### config.mk
export PLATFORM = sky130hd
export DESIGN_NAME = pipe_stage_skid
export DESIGN_NICKNAME = d
export VERILOG_FILES = /design/src/rtl/pipe_pkg.sv /design/src/rtl/pipe_sat_counter.sv /design/src/rtl/pipe_stage_skid.sv
export SDC_FILE = /design/constraint.sdc
export NUM_CORES = 1
export LEC_CHECK = 0
export ABC_AREA = 1
export ABC_CLOCK_PERIOD_IN_PS = 1380
export CORE_ASPECT_RATIO = 1.4
export CORE_UTILIZATION = 47
export DETAILED_ROUTE_END_ITERATION = 12
export PLACE_DENSITY = 0.74
export SLEW_MARGIN = 20
export SYNTH_ARGS = -nofsm -noshare
export SYNTH_HDL_FRONTEND = slang
export SYNTH_SLANG_ARGS = --single-unit
### constraint.sdc
create_clock -name clk -period 1.38 [get_ports clk]
set_input_delay 0.276 -clock clk [delete_from_list [all_inputs] [get_ports clk]]
set_output_delay 0.276 -clock clk [all_outputs]
set_load 0.005 [all_outputs]
### src/rtl/pipe_pkg.sv
// Shared constants for the generic pipeline stage register: boot PC, rewind step,
// stage-state encodings ({skid_v, main_v}) and the NOP control word shown on bubbles.
package pipe_pkg;
  localparam logic [31:0] PC_RESET_DEFAULT = 32'h8000_0000;
  localparam int          PC_STEP_DEFAULT  = 4;

  localparam logic [1:0] EMPTY = 2'b00;
  localparam logic [1:0] ONE   = 2'b01;
  localparam logic [1:0] TWO   = 2'b11;

  localparam logic [31:0] NOP_CTRL = 32'h0;
endpackage

### src/rtl/pipe_sat_counter.sv
// Width-parametrised saturating up-counter; async active-low reset to zero.
module pipe_sat_counter #(
  parameter int W = 16
) (
  input  logic         clk,
  input  logic         rst_n,
  input  logic         i_inc,
  output logic [W-1:0] o_cnt
);
  logic [W-1:0] r_cnt;

  always_ff @(posedge clk or negedge rst_n) begin
    if (!rst_n) begin
      r_cnt <= '0;
    end else if (i_inc && (r_cnt != {W{1'b1}})) begin
      r_cnt <= r_cnt + 1'b1;
    end
  end

  assign o_cnt = r_cnt;
endmodule

### src/rtl/pipe_stage_skid.sv
// Generic inter-stage register with 2-entry skid buffer, flush bubble and PC rewind.
// Optional stall/flush statistics counters are enabled by defining PIPE_STAGE_STAT_EN.
module pipe_stage_skid
  import pipe_pkg::*;
#(
  parameter int              DATA_W   = 128,
  parameter int              PC_W     = 32,
  parameter logic [PC_W-1:0] PC_RESET = PC_RESET_DEFAULT,
  parameter int              PC_STEP  = PC_STEP_DEFAULT
) (
  input  logic              clk,
  input  logic              reset,
  input  logic              in_valid,
  output logic              in_ready,
  input  logic [DATA_W-1:0] in_data,
  input  logic [PC_W-1:0]   in_pc,
  input  logic              flush,
  output logic              out_valid,
  input  logic              out_ready,
  output logic [DATA_W-1:0] out_data,
  output logic [PC_W-1:0]   out_pc
`ifdef PIPE_STAGE_STAT_EN
  ,
  output logic [15:0]       stall_cnt,
  output logic [15:0]       flush_cnt
`endif
);
  logic              r_main_v;
  logic [DATA_W-1:0] r_main_d;
  logic [PC_W-1:0]   r_main_pc;
  logic              r_skid_v;
  logic [DATA_W-1:0] r_skid_d;
  logic [PC_W-1:0]   r_skid_pc;

  logic            w_in_fire;
  logic            w_out_fire;
  logic [PC_W-1:0] w_rewind_pc;

  // in_ready depends only on registered state, never on out_ready
  assign in_ready   = ~r_skid_v;
  assign w_in_fire  = in_valid & ~r_skid_v;
  assign w_out_fire = r_main_v & out_ready;

  // A PC with only the kernel bit (or nothing) set is not rewound, avoiding underflow
  assign w_rewind_pc = (in_pc[PC_W-2:0] == '0) ? in_pc : (in_pc - PC_W'(PC_STEP));

  always_ff @(posedge clk or negedge reset) begin
    if (!reset) begin
      r_main_v  <= 1'b0;
      r_main_d  <= '0;
      r_main_pc <= PC_RESET;
      r_skid_v  <= 1'b0;
      r_skid_d  <= '0;
      r_skid_pc <= PC_RESET;
    end else if (flush) begin
      r_main_v  <= 1'b0;
      r_main_d  <= '0;
      r_main_pc <= w_rewind_pc;
      r_skid_v  <= 1'b0;
      r_skid_d  <= '0;
    end else begin
      case ({r_skid_v, r_main_v})
        EMPTY: begin
          if (w_in_fire) begin
            r_main_v  <= 1'b1;
            r_main_d  <= in_data;
            r_main_pc <= in_pc;
          end
        end
        ONE: begin
          if (w_in_fire && w_out_fire) begin
            r_main_d  <= in_data;
            r_main_pc <= in_pc;
          end else if (w_in_fire) begin
            r_skid_v  <= 1'b1;
            r_skid_d  <= in_data;
            r_skid_pc <= in_pc;
          end else if (w_out_fire) begin
            r_main_v <= 1'b0;
          end
        end
        TWO: begin
          if (w_out_fire) begin
            r_main_d  <= r_skid_d;
            r_main_pc <= r_skid_pc;
            r_skid_v  <= 1'b0;
          end
        end
        default: begin
          r_main_v <= 1'b0;
          r_skid_v <= 1'b0;
        end
      endcase
    end
  end

  assign out_valid = r_main_v;
  assign out_data  = r_main_v ? r_main_d : DATA_W'(NOP_CTRL);
  assign out_pc    = r_main_pc;

`ifdef PIPE_STAGE_STAT_EN
  pipe_sat_counter #(.W(16)) u_stall_cnt (
    .clk   (clk),
    .rst_n (reset),
    .i_inc (r_main_v & ~out_ready),
    .o_cnt (stall_cnt)
  );

  pipe_sat_counter #(.W(16)) u_flush_cnt (
    .clk   (clk),
    .rst_n (reset),
    .i_inc (flush),
    .o_cnt (flush_cnt)
  );
`endif
endmodule

# Yosys cells after proc, flatten, opt, wreduce, memory -nomap -nowiden
# Index checks and enable logic that the tools add are counted.
[classes]
shift = 0
n_addsub = 1
order_cmp = 0
mux = 24
eq_ne = 12
reduce_logical = 11
bitwise_logic = 5
n_mul = 0
n_div = 0
[op_table]
columns = ["cell", "n"]
rows = [
  ["$mux 128", 8],
  ["$pmux 128 s3", 1],
  ["$mux 32", 5],
  ["$pmux 32 s3", 1],
  ["$sub 32x3->32 const B", 1],
  ["$logic_not 31->1", 1],
  ["$ne 3x3->1 const B", 7],
  ["$reduce_and 4->1", 3],
  ["$mux 1", 7],
  ["$ne 2x2->1 const B", 3],
  ["$pmux 1 s3", 2],
  ["$reduce_and 5->1", 1],
  ["$reduce_bool 2->1", 2],
  ["$reduce_bool 4->1", 1],
  ["$not 1->1", 3],
  ["$reduce_and 3->1", 1],
  ["$and 1x1->1", 2],
  ["$eq 2x1->1 const B", 1],
  ["$eq 2x2->1 const B", 1],
  ["$logic_not 2->1", 1],
  ["$logic_and 1x1->1", 1],
]
[word_totals]
latch_bits = 0
register_bits = 322
rom_bits = 0
mem_count = 0
elab_cells = 59
output_inout_bits = 162
ram_bits = 0

# Logic depth before layout (Yosys ltp)
[logic_depth]
depth_word = 6
ltp_mapped = 10

# Worst setup path after synthesis
# OpenSTA, ideal clock, no wires.
[synth_path]
kind = "input port to flip-flop"
from = "input port in_pc[2]"
to = "register r_main_pc[26] (netlist: out_pc[26])"
n_path_buf = 0
cell_stages = 8
setup_ns = 0.077
path_slack_ns = -0.146
arrival_time_ns = 1.448
path_cell_list = "inv_1 ha_1 nand2_1 nor2_1 nand3_1 xor2_1 nand3_1 a21oi_1"
[synth_via]
elab_chain_cells = 3
[synth_rtl]
columns = ["element", "line_no", "source"]
rows = [
  ["start: declaration", "pipe_stage_skid.sv:16", "input logic [PC_W-1:0] in_pc,"],
  ["$sub 32x3->32 or $logic_not 31->1 (tied branches)", "pipe_stage_skid.sv:45", "assign w_rewind_pc = (in_pc[PC_W-2:0] == '0) ? in_pc : (in_pc - PC_W'(PC_STEP));"],
  ["$mux 32 (*)", "pipe_stage_skid.sv:45", ""],
  ["$mux 32 (*)", "pipe_stage_skid.sv:55", "end else if (flush) begin"],
  ["end signal: assignment", "pipe_stage_skid.sv:58", "r_main_pc <= w_rewind_pc;"],
  ["end signal: assignment", "pipe_stage_skid.sv:67", "r_main_pc <= in_pc;"],
  ["end signal: assignment", "pipe_stage_skid.sv:73", "r_main_pc <= in_pc;"],
  ["end: declaration", "pipe_stage_skid.sv:30", "logic [PC_W-1:0] r_main_pc;"],
]
# Every way passes the cells marked *; elsewhere a longest branch is shown, timed or not.
# A chain may end at the register's enable or synchronous reset.

# Worst setup path in the final report
[layout_path]
from = "register r_main_v (netlist: out_valid)"
to = "register r_skid_d[106]"
[layout_via]
elab_chain_cells = 4
[layout_rtl]
columns = ["element", "line_no", "source"]
rows = [
  ["start: declaration", "pipe_stage_skid.sv:28", "logic r_main_v;"],
  ["start signal: assignment", "pipe_stage_skid.sv:49", "r_main_v <= 1'b0;"],
  ["start signal: assignment", "pipe_stage_skid.sv:56", "r_main_v <= 1'b0;"],
  ["start signal: assignment", "pipe_stage_skid.sv:65", "r_main_v <= 1'b1;"],
  ["$and 1x1->1", "pipe_stage_skid.sv:42", "assign w_out_fire = r_main_v & out_ready;"],
  ["$logic_and 1x1->1", "pipe_stage_skid.sv:71", "if (w_in_fire && w_out_fire) begin"],
  ["$ne 2x2->1 (no line)", "--", ""],
  ["$reduce_and 3->1 (no line) (*)", "--", ""],
  ["end signal: assignment", "pipe_stage_skid.sv:76", "r_skid_d <= in_data;"],
  ["end: declaration", "pipe_stage_skid.sv:32", "logic [DATA_W-1:0] r_skid_d;"],
]
# Marks and branches as above.

==> impl_metrics.json <==
{
  "critical-path-top-delay-family": "buffers and inverters",
  "ios": 327,
  "cp.required_ps": 1840,
  "mostFrequentLayoutCells": "dfrtp_1, inv_1, nand2_1",
  "crit_arrival_ps": 2600,
  "antenna_left": 0,
  "cp_slowest_cell": "dfrtp_4",
  "setup_violations": 484,
  "violations": "negative setup slack",
  "fin_ws_ps": -765,
  "final.period_utilization_pct": 155,
  "hpwl_um": 35000,
  "wl_um": 62900,
  "cap_violations": 0,
  "path_class": "register to register",
  "dr_total_vias": 17200,
  "max_stage_delay_ps": 480,
  "avgSynthCellArea_um2": 7.73,
  "first_pass_iters": 9,
  "antenna_found_initial": 1,
  "worst_setup_path_start_kind": "register",
  "ys.flop_type": "dfrtp_1",
  "initial_core_util_pct": 47.7,
  "maxSlewViolCount": 0,
  "drt_iter0_drc": 1660,
  "peakVddDrop_uv": 904,
  "synth-edff-count": 0,
  "cts-buffers-inserted": 31,
  "track_usage_pct": 32.1,
  "critical_path.max_fanout": 47,
  "async_flop_share_pct": 100,
  "synth_seq_cells": 322,
  "worst_slew_pin_slew_ps": 428,
  "status": "finished with violations",
  "nets": 2709,
  "power_density_mw_per_mm2": 1060,
  "rsz0062_at_grt": "true",
  "grt_overflow": 0,
  "path_cells": "buf_12 -> buf_12 -> buf_12 -> buf_8 -> buf_6 -> nand4_4 -> nor2_4 -> clkinv_4 -> buf_12 -> o21ai_0",
  "syn_inst": 2058,
  "die_w_um": 157,
  "finalHoldViolations": 0,
  "worstSetupEndpointType": "register",
  "period_minus_slack_ps": 2140,
  "drc": 0,
  "die-area_mm2": 0.0346,
  "die_y_um": 220,
  "synth_nets": 2225,
  "final_util_pct": 75.0,
  "place.gp.congestion": 0.972,
  "core_mm2": 0.0333,
  "cts.clk_slew.worst_paths_ps": 70,
  "grt_max_degree": 65,
  "portBuffers": 326,
  "cts_sinks": 322,
  "avgRoutedWirePerCell_um": 20.9,
  "dpl_worst_slack_ps": -706,
  "grt_pass1_vias": 16500,
  "cp_num_buf_inv": 7,
  "final_common_cell": "dfrtp_1",
  "grt_pass1_wl_um": 86300,
  "max_freq_mhz": 466,
  "synth_cell_types": 35,
  "fin_skew_ps": 27.3,
  "rows": 79,
  "drt-vias-per-instance": 5.70,
  "path_common_cell": "buf_12",
  "hp-class": "primary input to asynchronous set/reset pin",
  "static-leakage-power_nw": 12.9,
  "cts_tree": "yes",
  "clock-root-buffer": "clkbuf_16",
  "area.growth.synth_to_final_pct": 57.1,
  "insertion_delay_ps": 580,
  "slew_headroom_pct": 71.1,
  "h-tree-depth": 1,
  "yosys_warnings": 0,
  "yosysSeqAreaShare_pct": 50.7,
  "cts.path.max_buffers": 3,
  "syn-cell-area_mm2": 0.0159,
  "setup_tns_ps": -282270,
  "drive_gt1_share_pct": 30.3
}
-- where the power goes --
group | leakage, nW | internal (mW) | switching [mW]
sequential | 4.21 | 10.4 | 0.714
combinational | 8.16 | 3.15 | 3.23
clock | 0.536 | 5.21 | 3.86
total | 12.9 | 18.8 | 7.81
-- worst paths after layout --
check	slack [ps]	endpoint	from	cells after the start
worst min-delay path	140	r_main_d[11]$_DFFE_PN0P_	reset	2
min in group clk	260	r_skid_d[15]$_DFFE_PN0P_	in_data[15]	3
worst max register to register	-760	r_skid_d[106]$_DFFE_PN0P_	out_valid$_DFFE_PN0P_	10
worst max-delay path	-760	r_skid_d[106]$_DFFE_PN0P_	out_valid$_DFFE_PN0P_	10
max in group asynchronous	500	r_skid_d[82]$_DFFE_PN0P_	reset	4
worst min register to register	480	r_skid_pc[0]$_DFFE_PN0P_	r_skid_pc[0]$_DFFE_PN0P_	2
-- worst reg2reg max path, stage by stage (launching register included) --
cell and delay [ps]:
dfrtp_4 480, buf_12 160, buf_12 120, buf_12 130, buf_8 110, buf_6 100, nand4_4 110, nor2_4 190
clkinv_4 120, buf_12 200, o21ai_0 320
-- kinds of logic (layout without fill, tap and decap cells) --
kind of cell / Yosys count / count (layout) / share of synthesized area (%)
DFF: 322 / 322 / 50.7
and+or+nand+nor: 774 / 776 / 20.7
AOI/OAI and AO/OA: 482 / 482 / 15.6
other: 0 / 2 / 0
buffers and inverters: 455 / 961 / 11.6
xor gates and xnor gates: 23 / 23 / 1.27
adders and majority gates: 2 / 2 / 0.157
-- area by class of cell --
class | instances | area (um^2)
fillers | 2260 | 8320
flip-flops and latches | 322 | 8060
multi-input cells | 1283 | 7310
repair buffers | 587 | 6770
inverters | 317 | 1220
clock buffers | 36 | 825
well taps | 445 | 557
clock inverters | 21 | 240
diodes | 2 | 5.00
-- per-stage QoR --
step                      instance area [um^2]  hold slack, ps  total power, mW  instances
after floorplan                          16000           -19.6             13.0       2058
after global placement                   21000             156             15.5       2862
final                                    25000             145             26.6       3013
after global routing                     25000             175             27.5       3012
after CTS                                23400             147             25.5       2977
after detailed placement                 21000             155             15.6       2862
-- cell usage after synthesis, types with 3 or more instances --
cell | count | area share [%]
buf_6 | 5 | 0.35
nand3_1 | 169 | 5.3
buf_2 | 56 | 1.8
o22ai_1 | 20 | 0.79
nor2_1 | 228 | 5.4
buf_4 | 7 | 0.33
clkbuf_1 | 60 | 1.4
a311oi_1 | 10 | 0.55
o21ai_0 | 277 | 8.7
buf_1 | 10 | 0.24
o21ai_1 | 12 | 0.38
xor2_1 | 23 | 1.3
dfrtp_1 | 320 | 50
a21oi_1 | 159 | 5.0
nand4_1 | 4 | 0.16
nor2_4 | 6 | 0.42
inv_2 | 5 | 0.12
nand2_1 | 345 | 8.1
nand2_2 | 4 | 0.16
inv_1 | 311 | 7.3
nor3_1 | 3 | 0.094
nor2_2 | 6 | 0.24
-- routing by layer --
layer | wire length (um) | vias up | GRT usage, %
met5 | 0 | - | 0
met4 | 4350 | 0 | 20.2
met3 | 4860 | 322 | 3.91
met2 | 31600 | 1128 | 55.6
met1 | 22200 | 8196 | 37.5
li1 | - | 7531 | -
-- registers in the layout, indices dropped and copies added (netlist names) --
| register | count |
|---|---|
| r_main_d | 128 |
| r_skid_d | 128 |
| out_pc | 32 |
| r_skid_pc | 32 |
| out_valid | 1 |
| r_skid_v | 1 |
-- repair_timing --
| action | 4_1_cts | 5_1_grt |
|---|---|---|
| gates resized for setup | 729 | 471 |
| endpoints found under the hold margin | 151 | 0 |
| endpoints found under the setup margin | 484 | 484 |
| hold buffers | 1 | 0 |
| gates cloned | 18 | 28 |
| pin swaps | 11 | 18 |
| buffers inserted | 41 | 19 |
Note: power is estimated with default switching activity, not from simulation.
